## config.mk

```make
export PLATFORM = sky130hd
export DESIGN_NAME = count_ctrl_flat
export DESIGN_NICKNAME = d
export VERILOG_FILES = /design/src/rtl/count_ctrl_pkg.sv /design/src/rtl/count_ctrl_if.sv /design/src/rtl/count_core.sv /design/src/rtl/count_ctrl.sv /design/src/flat_wrapper.sv
export SDC_FILE = /design/constraint.sdc
export NUM_CORES = 1
export LEC_CHECK = 0
export ABC_CLOCK_PERIOD_IN_PS = 2300
export CAP_MARGIN = 40
export CORE_MARGIN = 1
export CORE_UTILIZATION = 40
export CTS_CLUSTER_DIAMETER = 200
export DETAILED_ROUTE_END_ITERATION = 12
export PLACE_DENSITY_LB_ADDON = 0.1
export SYNTH_ARGS = -nofsm -noshare
export SYNTH_HDL_FRONTEND = slang
export SYNTH_SLANG_ARGS = --single-unit
export TNS_END_PERCENT = 20
```

## constraint.sdc

```tcl
create_clock -name clk -period 2.3 [get_ports clk]
set_input_delay 0.345 -clock clk [delete_from_list [all_inputs] [get_ports clk]]
set_output_delay 0.345 -clock clk [all_outputs]
set_load 0.05 [all_outputs]
```

## src/rtl/count_ctrl_pkg.sv

```systemverilog
`default_nettype none
// ============================================================================
// Module      : count_ctrl_pkg
// Description : Shared state encoding and mode constants for the count
//               sequencer.
// Revision    : 1.0 - initial release
// ============================================================================
package count_ctrl_pkg;

  typedef enum logic [1:0] {
    ST_IDLE  = 2'd0,
    ST_RUN   = 2'd1,
    ST_PAUSE = 2'd2,
    ST_DONE  = 2'd3
  } state_t;

  localparam logic MODE_ONESHOT = 1'b0;
  localparam logic MODE_RELOAD  = 1'b1;

endpackage
`default_nettype wire

```

## src/rtl/count_ctrl_if.sv

```systemverilog
`default_nettype none
// ============================================================================
// Module      : count_ctrl_if
// Description : Control/status bundle between a control master and the
//               count sequencer.
// Revision    : 1.0 - initial release
// ============================================================================
interface count_ctrl_if #(
  parameter int WIDTH = 4
);
  logic             cfg_valid;
  logic             cfg_ready;
  logic [WIDTH-1:0] cfg_term;
  logic             cfg_mode;
  logic             start;
  logic             stop;
  logic [WIDTH-1:0] q;
  logic             busy;
  logic             done;
  logic             wrap;
  logic [1:0]       state;

  modport master (
    output cfg_valid, cfg_term, cfg_mode, start, stop,
    input  cfg_ready, q, busy, done, wrap, state
  );

  modport slave (
    input  cfg_valid, cfg_term, cfg_mode, start, stop,
    output cfg_ready, q, busy, done, wrap, state
  );
endinterface
`default_nettype wire

```

## src/rtl/count_core.sv

```systemverilog
`default_nettype none
// ============================================================================
// Module      : count_core
// Description : WIDTH-bit falling-edge counter with synchronous clear and
//               enable; clear has priority.
// Revision    : 1.0 - initial release
// ============================================================================
module count_core #(
  parameter int WIDTH = 4
) (
  input  wire logic             clk,
  input  wire logic             reset,
  input  wire logic             clear_i,
  input  wire logic             en_i,
  output logic      [WIDTH-1:0] q_o
);

  logic [WIDTH-1:0] r_count_q;

  always_ff @(negedge clk or posedge reset) begin
    if (reset) begin
      r_count_q <= '0;
    end else if (clear_i) begin
      r_count_q <= '0;
    end else if (en_i) begin
      r_count_q <= r_count_q + WIDTH'(1);
    end
  end

  assign q_o = r_count_q;

endmodule
`default_nettype wire

```

## src/rtl/count_ctrl.sv

```systemverilog
`default_nettype none
// ============================================================================
// Module      : count_ctrl
// Description : Start/pause/stop sequencer for count_core with one-shot and
//               auto-reload terminal handling and a config handshake.
// Revision    : 1.0 - initial release
// ============================================================================
module count_ctrl
  import count_ctrl_pkg::*;
#(
  parameter int WIDTH = 4
) (
  input wire logic   clk,
  input wire logic   reset,
  count_ctrl_if.slave bus
);

  state_t           state_q, state_d;
  logic [WIDTH-1:0] term_q;
  logic             mode_q;
  logic             done_q, done_d;
  logic             wrap_q, wrap_d;

  logic [WIDTH-1:0] w_q;
  logic             w_clear;
  logic             w_en;
  logic             w_busy;
  logic             w_ready;
  logic             w_cfg_fire;
  logic             w_at_term;
  logic             w_go;

  assign w_cfg_fire = bus.cfg_valid & w_ready;
  assign w_at_term  = (w_q == term_q);
  assign w_go       = bus.start & ~bus.stop;

  // State, pulse flags and latched configuration share one register process
  always_ff @(negedge clk or posedge reset) begin
    if (reset) begin
      state_q <= ST_IDLE;
      term_q  <= '1;
      mode_q  <= MODE_ONESHOT;
      done_q  <= 1'b0;
      wrap_q  <= 1'b0;
    end else begin
      state_q <= state_d;
      done_q  <= done_d;
      wrap_q  <= wrap_d;
      if (w_cfg_fire) begin
        term_q <= bus.cfg_term;
        mode_q <= bus.cfg_mode;
      end
    end
  end

  always_comb begin
    state_d = state_q;
    case (state_q)
      ST_IDLE, ST_DONE: begin
        if (w_go) state_d = ST_RUN;
      end
      ST_RUN: begin
        if (bus.stop)                                state_d = ST_PAUSE;
        else if (w_at_term && mode_q == MODE_ONESHOT) state_d = ST_DONE;
      end
      ST_PAUSE: begin
        if (bus.stop)       state_d = ST_IDLE;
        else if (bus.start) state_d = ST_RUN;
      end
      default: state_d = ST_IDLE;
    endcase
  end

  // Stop outranks terminal detection, so RUN only counts/wraps when stop is low
  always_comb begin
    w_clear = 1'b0;
    w_en    = 1'b0;
    done_d  = 1'b0;
    wrap_d  = 1'b0;
    w_busy  = 1'b0;
    w_ready = 1'b0;
    case (state_q)
      ST_IDLE, ST_DONE: begin
        w_ready = 1'b1;
        w_clear = w_go;
      end
      ST_RUN: begin
        w_busy = 1'b1;
        if (!bus.stop) begin
          if (w_at_term) begin
            if (mode_q == MODE_ONESHOT) begin
              done_d = 1'b1;
            end else begin
              wrap_d  = 1'b1;
              w_clear = 1'b1;
            end
          end else begin
            w_en = 1'b1;
          end
        end
      end
      ST_PAUSE: begin
        w_busy  = 1'b1;
        w_clear = bus.stop;
      end
      default: ;
    endcase
  end

  count_core #(.WIDTH(WIDTH)) u_core (
    .clk     (clk),
    .reset   (reset),
    .clear_i (w_clear),
    .en_i    (w_en),
    .q_o     (w_q)
  );

  assign bus.q         = w_q;
  assign bus.busy      = w_busy;
  assign bus.cfg_ready = w_ready;
  assign bus.done      = done_q;
  assign bus.wrap      = wrap_q;
  assign bus.state     = state_q;

endmodule
`default_nettype wire

```

## src/flat_wrapper.sv

```systemverilog
// flat-port wrapper written by rule: the top's interface ports become plain ports
module count_ctrl_flat import count_ctrl_pkg::*;
#(
  parameter int WIDTH = 4
)
  (clk, reset, bus_cfg_valid, bus_cfg_term, bus_cfg_mode, bus_start, bus_stop, bus_cfg_ready, bus_q, bus_busy, bus_done, bus_wrap, bus_state);
  count_ctrl_if #(.WIDTH(WIDTH)) bus_i ();
  input wire logic clk;
  input wire logic reset;
  input wire logic [$bits(bus_i.cfg_valid)-1:0] bus_cfg_valid;
  input wire logic [$bits(bus_i.cfg_term)-1:0] bus_cfg_term;
  input wire logic [$bits(bus_i.cfg_mode)-1:0] bus_cfg_mode;
  input wire logic [$bits(bus_i.start)-1:0] bus_start;
  input wire logic [$bits(bus_i.stop)-1:0] bus_stop;
  output wire logic [$bits(bus_i.cfg_ready)-1:0] bus_cfg_ready;
  output wire logic [$bits(bus_i.q)-1:0] bus_q;
  output wire logic [$bits(bus_i.busy)-1:0] bus_busy;
  output wire logic [$bits(bus_i.done)-1:0] bus_done;
  output wire logic [$bits(bus_i.wrap)-1:0] bus_wrap;
  output wire logic [$bits(bus_i.state)-1:0] bus_state;
  assign bus_i.cfg_valid = bus_cfg_valid;
  assign bus_i.cfg_term = bus_cfg_term;
  assign bus_i.cfg_mode = bus_cfg_mode;
  assign bus_i.start = bus_start;
  assign bus_i.stop = bus_stop;
  assign bus_cfg_ready = bus_i.cfg_ready;
  assign bus_q = bus_i.q;
  assign bus_busy = bus_i.busy;
  assign bus_done = bus_i.done;
  assign bus_wrap = bus_i.wrap;
  assign bus_state = bus_i.state;
  count_ctrl #(.WIDTH(WIDTH)) u_core (.clk(clk), .reset(reset), .bus(bus_i));
endmodule
```

==> reports/qor.csv, run 1 <==
metric,value,unit
cp-end-kind,output port,
drv_slew,0,
synth-seq-cells,13,
rows,15,
timing.final.hold_violations,0,
power_density,1660,nW/um2
synth.top_cells.by_area,"dfrtn_1, dfstp_2, mux2_2",
grt_max_degree,11,
start_util,0.436,
grt_pass1_vias,765,
power_switching_share,0.434,
pwr-share-comb,0.739,
core_area,1780,um2
diodes,0,
firstDrtPassIters,4,
postSynth.asyncResetShare,1.00,
fin_ws,-523,ps
peakVddDrop,1.36,mV
syn-num-nets,86,
power,0.00232,W
die_y,46.1,um
critPathArrivalTime,2480,ps
cts_buffer_depth,2,
critPathMaxFanout,3,
ys.flop_type,dfrtn_1,
violations,setup timing,
dieWidth,46.1,um
cts_tree,built,
static-leakage-power,0.649,nW
root_buffer,clkbuf_4,
numCtsBuffers,3,
postLayoutCellArea,1390,um2
via_per_inst,5.08,
rsz0062_at_grt,yes,
io_pins,20,
drv_cap,0,
fin_cells,149,
synth_edf_count,0,
worst_setup_path_start_kind,flip-flop,
synth_cell_types,30,
drt-initial-drc-count,20,
port_buffers,19,
yosysSeqAreaShare,0.424,
worst_slew_pin_slew,560,ps
grt_usage,0.245,
htree_levels,1,
postCtsHoldBufs,0,
dieArea,2130,um2
gp_congestion,0.804,
antenna_found_initial,0,
drive_above_1_share,0.516,
via_count,757,
worstPathCellList,inv_2 -> ha_4 -> clkinvlp_4 -> buf_12,
place_area,1260,um2
detail_route.wl_per_cell,14.5,um
power_frac_seq,0.189,
fin_skew,61.0,ps
p_int,0.00131,W
post-dp-hpwl,1.54,mm
slowest_delay,430,ps
dp.cells,136,
ant_nets,0,
finalSetupTns,-1960,ps
slowest_stage,dfrtn_1,
hp-class,flip-flop to flip-flop,
clkSlewWorstSetupHoldPaths,70,ps
grt_first_pass_wirelength,3.64,mm
cp.required,1960,ps
area_growth,79.1,%
post-place-ws,-674,ps
yosys.area.top_type_share,0.289,
drt-total-wl,2.16,mm
ys_warn_count,0,
drc,0,
synthCells,73,
clkLatencyLatePin,330,ps
setup_viol,11,
pwr-share-clk,0.072,
power_switching,0.00101,W
final_nets,138,
status,finished with violations,
cts.sinks,13,
synth_area,778,um2
slew_headroom,0.624,
synth_area_per_cell,10.7,um2
grt-ovfl-total,0,
path_class,flip-flop to output port,
yosysTopAreaCell,dfrtn_1,
[power groups by stage]
stage                     registers (W)  logic [W]  clock network (W)
final                          0.000438    0.00171           0.000167
after CTS                      0.000435    0.00165           0.000167
after global placement         0.000435    0.00143          0.0000135
after global routing           0.000447    0.00181           0.000190
after floorplan                0.000566   0.000682          0.0000135
after detailed placement       0.000438    0.00146          0.0000135
[stage by stage]
stage	util	hold WS, ps
after floorplan	-	388
after global placement	0.708	433
after detailed placement	0.708	464
after CTS	0.775	447
after global routing	0.782	478
final	0.782	497
[path summary, 6_finish.rpt]
check | endpoint | slack, ps | from | depth (start not counted)
setup / recovery | bus_busy | -520 | u_core.bus.state[0] | 4
hold / removal | u_core.bus.done | 500 | u_core.mode_q | 1
setup reg to reg | u_core.u_core.q_o[3] | 370 | u_core.bus.state[0] | 9
hold reg to reg | u_core.bus.done | 500 | u_core.mode_q | 1
max in group asynchronous | u_core.u_core.q_o[1] | 490 | reset | 3
min in group asynchronous | u_core.bus.state[1] | 1370 | reset | 2
[repair_timing]
action	CTS	global route
setup buffers	5	1
pin swaps	3	1
endpoints found under the setup margin	18	14
resized for setup	13	4
[synthesized netlist by cell type (all sizes together) (2+ instances only)]
master   number
a211oi        2
a21oi         3
and3          5
dfrtn         9
dfstp         4
ha            3
inv           6
mux2          5
nand2         5
nor2          2
nor2b         2
nor3          3
nor4          4
o2bb2ai       4
xor2          4
[critical path: cells and delay by family (launching register included)]
family / cells / cell delay [ps]
fa+ha+maj: 1 / 300
flops: 1 / 430
buf+inv: 3 / 330
[cells in the final DEF (no fill, tap or decap), drive strengths merged, types with 5 or more instances in the layout]
cell,n
inv,8
nand2,5
mux2,5
buf,37
clkdlybuf4s50,7
and3,5
dfrtn,9
[state kept, by name (all words and copies together) (netlist names)]
register           cells
u_core.bus.done        1
u_core.bus.state       2
u_core.term_q          4
u_core.u_core.q_o      4
u_core.bus.wrap        1
u_core.mode_q          1
[cell families after synthesis]
group,after synthesis,share of synthesized area
buffers and inverters,7,0.0338
and+or+nand+nor,25,0.201
xor gates and xnor gates,4,0.0547
adders and majority gates,3,0.0482
DFF,13,0.424
AOI/OAI and AO/OA,16,0.166
muxes,5,0.0723
[metal layers]
layer	wire, um	global-route usage	part of all wire	up-vias
li1	-	-	-	374
met1	948	0.325	0.44	358
met2	1140	0.420	0.53	23
met3	62	0.0392	0.029	2
met4	15	0.0471	0.0069	0
met5	0	0	0	-
[area by class of cell]
cell class / count / area, um2
multi-input cells: 53 / 469
fillers: 117 / 389
inverters: 5 / 22.5
well taps: 25 / 31.3
flip-flops and latches: 13 / 330
clock buffers: 3 / 22.5
repair buffers: 45 / 499
clock inverters: 5 / 18.8
Note: power is estimated with default switching activity, not from simulation.
==> run 2: changes to the inputs <==
CORE_MARGIN = 4   (was 1)
SETUP_SLACK_MARGIN = 0.05   (was default)
==> reports/qor.csv, run 2 (synthesis results as in run 1) <==
metric,value,unit
fin_ws,-544,ps
ant_nets,0,
core_area,1780,um2
critPathArrivalTime,2500,ps
cts.sinks,13,
reg2regPathDepth,5,
finalSetupTns,-1890,ps
grt_first_pass_wirelength,3.33,mm
grt_max_degree,10,
peakVddDrop,1.20,mV
pwr-share-clk,0.091,
cp-end-kind,output port,
gp_congestion,0.883,
drc,0,
drt-initial-drc-count,6,
dieWidth,52.1,um
critPathLaunch,u_core.bus.state[0],
timing.rr.end,u_core.u_core.q_o[2],
dieArea,2720,um2
drv_cap,0,
p_int,0.00124,W
status,finished with violations,
area_growth,72.5,%
pwr-share-comb,0.711,
fin_skew,50.1,ps
rows,15,
final_nets,134,
htree_levels,1,
cp-endpoint,bus_busy,
clkSlewWorstSetupHoldPaths,60,ps
timing.final.hold_violations,0,
power_frac_seq,0.199,
firstDrtPassIters,4,
power_switching,0.000942,W
via_count,731,
worstPathCellList,inv_2 -> ha_4 -> clkinvlp_4 -> buf_12,
start_util,0.436,
power_switching_share,0.433,
ff2ff_setup_slack,470,ps
clkLatencyLatePin,330,ps
use_met2,0.264,
grt-ovfl-total,0,
cp.required,1960,ps
static-leakage-power,0.628,nW
slew_headroom,0.645,
diodes,0,
cp.depth,4,
antenna_found_initial,0,
numCtsBuffers,3,
slowest_stage,dfrtn_1,
drive_above_1_share,0.492,
hp-class,flip-flop to flip-flop,
drv_slew,0,
violations,setup timing,
cts_tree,built,
detail_route.wl_per_cell,13.2,um
slowest_delay,430,ps
critPathMaxFanout,3,
power,0.00218,W
path_class,flip-flop to output port,
power_density,1620,nW/um2
setup_viol,10,
path_buf_inv,3,
worst_setup_path_start_kind,flip-flop,
rr_startpoint,u_core.u_core.q_o[2],
path_delay_family,flip-flops,
min_from,u_core.mode_q,
worst_slew_pin_slew,529,ps
rsz0062_at_grt,yes,
gr-usage-met3,0.0344,
via_per_inst,5.04,
grt_pass1_vias,745,
final_common_cell,buf_4,
cts_buffer_depth,2,
busiest_layer,met2,
port_buffers,19,
drt-total-wl,1.91,mm
root_buffer,clkbuf_4,
post-dp-hpwl,1.57,mm
io_pins,20,
die_y,52.1,um
grt_use_met1,0.229,
final_cell_mix,"buf_4, buf_12, dfrtn_1",
grt_usage,0.166,
-- run 2: how the worst min path moves through the flow --
stage | to | cells after the start
after global placement | u_core.bus.done | 1
after CTS | u_core.bus.done | 1
after global routing | u_core.bus.done | 1
after detailed placement | u_core.bus.done | 1
final | u_core.bus.done | 1
after floorplan | u_core.bus.done | 1
-- run 2: metal layers --
layer | vias to the layer above | share of wire
met4 | 0 | 0.0068
li1 | 365 | -
met1 | 348 | 0.44
met2 | 16 | 0.51
met5 | - | 0
met3 | 2 | 0.043
-- run 2: through the flow --
stage,setup slack (ps),utilization,std cells,hold slack [ps],area [um2]
2_1_floorplan,-750,-,73,388,795
3_3_place_gp,-670,0.708,136,457,1260
3_5_place_dp,-691,0.708,136,473,1260
4_1_cts,-546,0.745,144,473,1330
5_1_grt,-600,0.753,145,522,1340
6_report,-544,0.753,145,478,1340
-- run 2: repair_timing --
action                     in CTS  in global routing
gates resized for setup        11                  4
pin swaps                       4                  3
setup endpoints to repair      18                 13
hold buffers                    0                  0
buffers inserted                1                  1
-- run 2: cell type report --
class                      count  area [um2]
timing repair buffer          41         455
clock buffer                   4        36.3
clock inverter                 4        15.0
multi-input combinational     53         452
sequential                    13         330
tap                           25        31.3
inverter                       5        22.5
fill                         128         440
-- run 2: power by group through the flow --
stage / Sequential (W) / Combinational [W] / Clock (W)
final: 0.000433 / 0.00155 / 0.000198
after detailed placement: 0.000434 / 0.00149 / 0.0000135
after floorplan: 0.000566 / 0.000682 / 0.0000135
after global routing: 0.000449 / 0.00166 / 0.000222
after global placement: 0.000432 / 0.00146 / 0.0000135
after CTS: 0.000432 / 0.00152 / 0.000206
-- run 2: worst register-to-register path, delay by kind of cell (launching register included) --
kind	cells	cell delay (ps)
buffers and inverters	1	170
XOR/XNOR	1	200
AO/OA/AOI/OAI	2	390
AND/OR/NAND/NOR	1	540
flip-flops	1	380
